File: src/rtl/tlc1543_ioclk_gen.sv
// TLC1543 I/O CLOCK burst and chip-select generator for one conversion frame.
// Optional macro IOCLK_EOC_WAIT_EN: adds eoc_in and holds busy until the ADC signals EOC.
module tlc1543_ioclk_gen #(
    parameter int DIV_HALF = 25,
    parameter int PULSES   = 10,
    parameter int CNT_W    = 16
) (
    input  logic       clk_in,
    input  logic       rst_in,
    input  logic       start_in,
`ifdef IOCLK_EOC_WAIT_EN
    input  logic       eoc_in,
`endif
    output logic       io_clk,
    output logic       cs_n,
    output logic       sig_rising,
    output logic       sig_falling,
    output logic [3:0] pulse_idx,
    output logic       busy,
    output logic       done
);

    typedef enum logic [2:0] {
        S_IDLE,
        S_SETUP,
        S_HIGH,
        S_LOW,
        S_HOLD,
        S_WAIT_EOC
    } state_t;

    state_t           state_q;
    logic [CNT_W-1:0] cnt_q, cnt_d;
    logic             wrap;
    logic             io_clk_q, cs_n_q, rise_q, fall_q, busy_q, done_q;
    logic [3:0]       pidx_q;
`ifdef IOCLK_EOC_WAIT_EN
    logic             eoc_q;
`endif

    // Half-period counter runs 0..DIV_HALF-1; every wrap is an io_clk phase boundary.
    assign wrap  = (cnt_q == CNT_W'(DIV_HALF - 1));
    assign cnt_d = wrap ? '0 : cnt_q + 1'b1;

    always_ff @(posedge clk_in) begin
        if (rst_in) begin
            state_q  <= S_IDLE;
            cnt_q    <= '0;
            io_clk_q <= 1'b0;
            cs_n_q   <= 1'b1;
            rise_q   <= 1'b0;
            fall_q   <= 1'b0;
            pidx_q   <= 4'd0;
            busy_q   <= 1'b0;
            done_q   <= 1'b0;
`ifdef IOCLK_EOC_WAIT_EN
            eoc_q    <= 1'b0;
`endif
        end else begin
            rise_q <= 1'b0;
            fall_q <= 1'b0;
            done_q <= 1'b0;
`ifdef IOCLK_EOC_WAIT_EN
            eoc_q  <= eoc_in;
`endif
            case (state_q)
                S_IDLE: begin
                    cnt_q <= '0;
                    if (start_in) begin
                        cs_n_q  <= 1'b0;
                        busy_q  <= 1'b1;
                        pidx_q  <= 4'd0;
                        state_q <= S_SETUP;
                    end
                end
                // CS setup time doubles as the first low phase.
                S_SETUP, S_LOW: begin
                    cnt_q <= cnt_d;
                    if (wrap) begin
                        io_clk_q <= 1'b1;
                        rise_q   <= 1'b1;
                        pidx_q   <= pidx_q + 4'd1;
                        state_q  <= S_HIGH;
                    end
                end
                S_HIGH: begin
                    cnt_q <= cnt_d;
                    if (wrap) begin
                        io_clk_q <= 1'b0;
                        fall_q   <= 1'b1;
                        state_q  <= (pidx_q == 4'(PULSES)) ? S_HOLD : S_LOW;
                    end
                end
                S_HOLD: begin
                    cnt_q <= cnt_d;
                    if (wrap) begin
                        cs_n_q <= 1'b1;
                        done_q <= 1'b1;
`ifdef IOCLK_EOC_WAIT_EN
                        state_q <= S_WAIT_EOC;
`else
                        busy_q  <= 1'b0;
                        state_q <= S_IDLE;
`endif
                    end
                end
`ifdef IOCLK_EOC_WAIT_EN
                S_WAIT_EOC: begin
                    cnt_q <= '0;
                    if (eoc_in && !eoc_q) begin
                        busy_q  <= 1'b0;
                        state_q <= S_IDLE;
                    end
                end
`endif
                default: begin
                    cnt_q   <= '0;
                    state_q <= S_IDLE;
                end
            endcase
        end
    end

    assign io_clk      = io_clk_q;
    assign cs_n        = cs_n_q;
    assign sig_rising  = rise_q;
    assign sig_falling = fall_q;
    assign pulse_idx   = pidx_q;
    assign busy        = busy_q;
    assign done        = done_q;

endmodule
File: config.mk
export PLATFORM = sky130hd
export DESIGN_NAME = tlc1543_ioclk_gen
export DESIGN_NICKNAME = d
export VERILOG_FILES = /design/src/rtl/tlc1543_ioclk_gen.sv
export SDC_FILE = /design/constraint.sdc
export NUM_CORES = 1
export LEC_CHECK = 0
export CORE_MARGIN = 5
export CORE_UTILIZATION = 35
export DETAILED_ROUTE_END_ITERATION = 16
export PLACE_DENSITY = 0.6
export SLEW_MARGIN = 10
export SYNTH_ARGS = -nofsm -noshare
export SYNTH_HDL_FRONTEND = slang
export SYNTH_SLANG_ARGS = --single-unit
File: constraint.sdc
create_clock -name clk_in -period 2.85 [get_ports clk_in]
set_clock_uncertainty 0.2 [all_clocks]
set_input_delay 0.855 -clock clk_in [delete_from_list [all_inputs] [get_ports clk_in]]
set_output_delay 0.855 -clock clk_in [all_outputs]
set_load 0.1 [all_outputs]
# Word level (Yosys, flattened, before mapping)
# Index checks and enable logic that the tools add are counted.
# op_classes
addsub,2
eq_ne,10
muxes,17
n_bitwise,4
n_reduce_logical,14
# ops
operator,count
"16-bit by 1-bit adder with 16-bit output, second input constant",1
"16-bit by 5-bit equality test with 1-bit output, second input constant",1
3-bit 2-to-1 mux,5
3-bit one-hot mux with 4 select lines,1
3-bit AND reduction,3
4-bit 2-to-1 mux,2
"2-bit != test, second input constant",4
4-bit one-hot mux with 2 select lines,1
2-bit OR reduction,4
"3-bit by 2-bit equality test with 1-bit output, second input constant",2
1-bit one-hot mux with 2 select lines,3
2-bit nonzero test,3
1-bit 2-to-1 mux,5
"4-bit by 1-bit adder with 4-bit output, second input constant",1
"4-bit equality test, second input constant",1
1-bit inverter,4
4-bit AND reduction,1
4-bit OR reduction,1
"3-bit by 1-bit equality test with 1-bit output, second input constant",1
"3-bit equality test, second input constant",1
3-bit logical NOT,1
3-bit OR reduction,1
# word_totals
ff_bits,29
in_bits,3
out_inout_bits,10
wordCells,56

# Logic depth before layout (Yosys ltp)
# depth
depth_word,4
depth_mapped,9
depth_no_buf,6

# Least setup slack after synthesis
# Ideal clock, no wire load.
# synth_timing
path_kind,register to register
start,"register pidx_q[0], in the netlist pulse_idx[0]"
end,register state_q[0]
t_arrival_ns,1.900
required_ns,2.538
slack_ns,0.638
stages_incl_launch_ff,6
cell_sequence,dfxtp_1 inv_1 ha_1 nand3b_1 a311oi_1 a2111oi_1
# synth_between
elab_chain_cells,4
# synth_rtl
item,line,rtl
start: declaration,36,logic [3:0] pidx_q;
start signal: assignment,82,pidx_q <= pidx_q + 4'd1;
4-bit equality test,91,state_q <= (pidx_q == 4'(PULSES)) ? S_HOLD : S_LOW;
3-bit 2-to-1 mux,91,
3-bit 2-to-1 mux,88,if (wrap) begin
3-bit one-hot mux with 4 select lines,66,case (state_q)
end signal: assignment,91,
end: declaration,32,state_t state_q;
# No other way between the ends. The select of a mux whose other input is x is not followed.
# A chain may end at the register's enable or synchronous reset.

==> results by group <==
Run status
  – Outcome: complete, no violations

Finish
  – Final #Nets: 172
  – Fin util: 41.6%
  – # diodes: 0
  – Non-Filler Instances: 214
  – Synthesis-to-layout area growth: 14.3%
  – Share of layout cells above drive strength 1: 12.0%
  – Post-Layout Inst Area: 0.00155 mm^2
  – Fillers: 389

Pwr
  – Int Power: 0.594 mW
  – Sequential power share: 52.7%
  – Total Power: 0.789 mW
  – Switching share of total power: 24.8%
  – Lkg Pwr: 0.513 nW
  – Peak VDD IR: 0.180 mV
  – PwrDens: 511 mW/mm^2
  – Clock network power share: 40.8%
  – Switching Power: 0.195 mW
  – Comb power frac: 6.5%

Clock tree
  – CTS sink cnt: 29
  – Clk pin slew, worst setup/hold paths: 0.06 ns
  – H-tree Lvls: 2
  – Post_cts resized: 0
  – CTS Buf Count: 5
  – CTS tree: built
  – Cts hold-fix bufs: 0
  – Worst-Skew Late Latency: 0.28 ns
  – Postcts setup bufs: 0
  – Root buffer cell: clkbuf_8
  – CTS max path bufs: 2

Drt
  – Met3 routed WL: 112 um
  – DRC viols: 0
  – Metal2 WL: 1.20 mm
  – DRT iter0 DRCs: 73
  – WL/cell: 12.5 um
  – Via count: 1113
  – WL final: 2.67 mm
  – Final ANT Viol Nets: 0
  – Post-DR vias/cell: 5.20
  – Top sig layer: met4
  – DR pass1 iterations: 4
  – M1 WL: 1.30 mm

Synth
  – Commonest cells in the synthesized netlist: 29 x dfxtp_1, 21 x nor2_1, 11 x xnor2_1, 10 x nand2_1, 9 x nand3_1
  – Yosys warning total: 0
  – Count leader, synth: dfxtp_1
  – Syn Area/Cell: 8.78 um^2
  – Yosys top cell area share: 42.9%
  – Async set-reset flop share out of synthesis: 0%
  – Number of synthesized flops with an enable pin: 0
  – Number of distinct library cells after synthesis: 38
  – Sequential area share after synthesis: 42.9%
  – Top post-synthesis cells by area: dfxtp_1 43%, xnor2_1 7.1%, nor2_1 5.8%
  – Synthesized netlist cell count: 154
  – Synthesized cell area: 0.00135 mm^2
  – Synth area leader: dfxtp_1
  – Synth Flop Type: dfxtp_1
  – #FFs+latches synth: 29
  – Mapped Nets: 161

STA
  – Tmin final: 2.38 ns
  – Period utilisation layout: 83.6%
  – Setup violators final: 0
  – Slew HR: 64.3%
  – Max Slew Vio Count: 0
  – Setup TNS: 0 ns
  – RSZ-0062 raised after global routing: false
  – Worst slew pin tran: 0.535 ns
  – Hold Fails Final Rpt: 0
  – FMAX: 420 MHz

Setup path
  – Max FO, Critical Path: 10
  – Arrival time worst endpoint: 2.37 ns
  – R2R cell count: 4
  – Required time worst endpoint: 2.84 ns
  – Startpoint Class: primary input
  – Kind of critical path: primary input to register
  – CP endpoint kind: register

Floorplan
  – Core area: 0.00372 mm^2
  – Die Wd: 72.2 um
  – Die Area: 0.00521 mm^2
  – Chip height: 72.2 um
  – Row count: 22
  – # IOs: 13
  – Starting density of the core: 36.4%

Global route
  – Vias in the first global route: 992
  – Largest net degree at the start of global routing: 17
  – Total track usage: 10.9%
  – Initial antenna violation count: 0
  – GRT overflow: 0
  – First-pass GRT wire length: 4.46 mm

Placed design
  – Routability cong.: 0.802
  – Post-DP HPWL: 1.90 mm
  – Placed Instances: 206
  – I/O Buffers: 12
  – Placed cell area: 0.00146 mm^2

Min path
  – Min-Delay Path Class: register to register
  – Worst hold path depth: 1

Flow run
  – # Max-Cap Violations: 0
## sequential cells by signal, summed over array words and instances, names as in the netlist
name and cells:
sig_falling 1, state_q 3, sig_rising 1, pulse_idx 4, done 1, cs_n 1
cnt_q 16, busy 1, io_clk 1
## final timing paths
path,from,end,slack (ns)
min reg2reg,cnt_q[0],cnt_q[0],0.27
min,cnt_q[0],cnt_q[0],0.27
max,rst_in,pulse_idx[1],0.47
max reg2reg,cnt_q[12],cnt_q[11],0.60
## stage by stage
step / setup WS, ns / hold WS, ns
after detailed placement: 0.195 / 0.269
final: 0.468 / 0.274
after floorplan: 0.638 / 0.230
after CTS: 0.509 / 0.283
after global placement: 0.277 / 0.246
after global routing: 0.366 / 0.303
## power by group through the flow
stage               combinational [mW]  clock, mW  sequential [mW]
detailed placement              0.0518          0            0.425
floorplan                       0.0251          0            0.441
CTS                             0.0520      0.338            0.416
global route                    0.0560      0.355            0.416
global placement                0.0507          0            0.424
finish                          0.0515      0.322            0.416
## area by class of cell
type | instances | area [um^2] | share of cell area, %
clock inverter | 2 | 10.0 | 0.647
multi-input combinational | 109 | 698 | 45.1
timing repair buffer | 12 | 95.1 | 6.15
clock buffer | 6 | 72.6 | 4.69
tap | 48 | 60.1 | 3.88
inverter | 8 | 30.0 | 1.94
sequential | 29 | 581 | 37.5
## kinds of logic after synthesis
kind of cell    after synthesis  share of synthesized area, %
flops                        29                          42.9
simple gates                 70                          28.3
xor+xnor                     14                          9.07
buf+inv                      16                          5.46
fa+ha+maj                     4                          3.70
compound gates               21                          10.5
## worst max-delay path, stage by stage
cell and delay [ns]:
clkdlybuf4s50_1 0.56, nor2_1 0.27, and2_1 0.28, nand2_1 0.16, o32ai_1 0.26
## layer usage
layer | GRT usage [%] | vias to the layer above
li1 | - | 559
met1 | 14.0 | 523
met2 | 16.0 | 24
met3 | 3.46 | 7
met4 | 6.26 | 0
met5 | 0 | -
## cells in the final DEF, fill, tap and decap left out, drive strengths merged
cell / instances
ha: 4
nand2b: 2
a2111oi: 1
nor3: 4
buf: 10
nor2: 21
and4: 1
a311oi: 1
xnor2: 11
nor4bb: 1
o21ai: 3
nor2b: 1
nor4: 6
clkinv: 2
nand3b: 2
or2: 1
nand2: 10
inv: 8
and2: 1
a21oi: 6
dfxtp: 29
o221ai: 1
a211oi: 1
clkbuf: 6
clkdlybuf4s50: 2
o211ai: 2
nor3b: 2
o311ai: 1
o32ai: 1
or3: 2
xor2: 3
o21bai: 1
or4: 2
o31ai: 3
and4b: 1
nand3: 9
nand4: 4
Power figures use the tool's default switching activity.
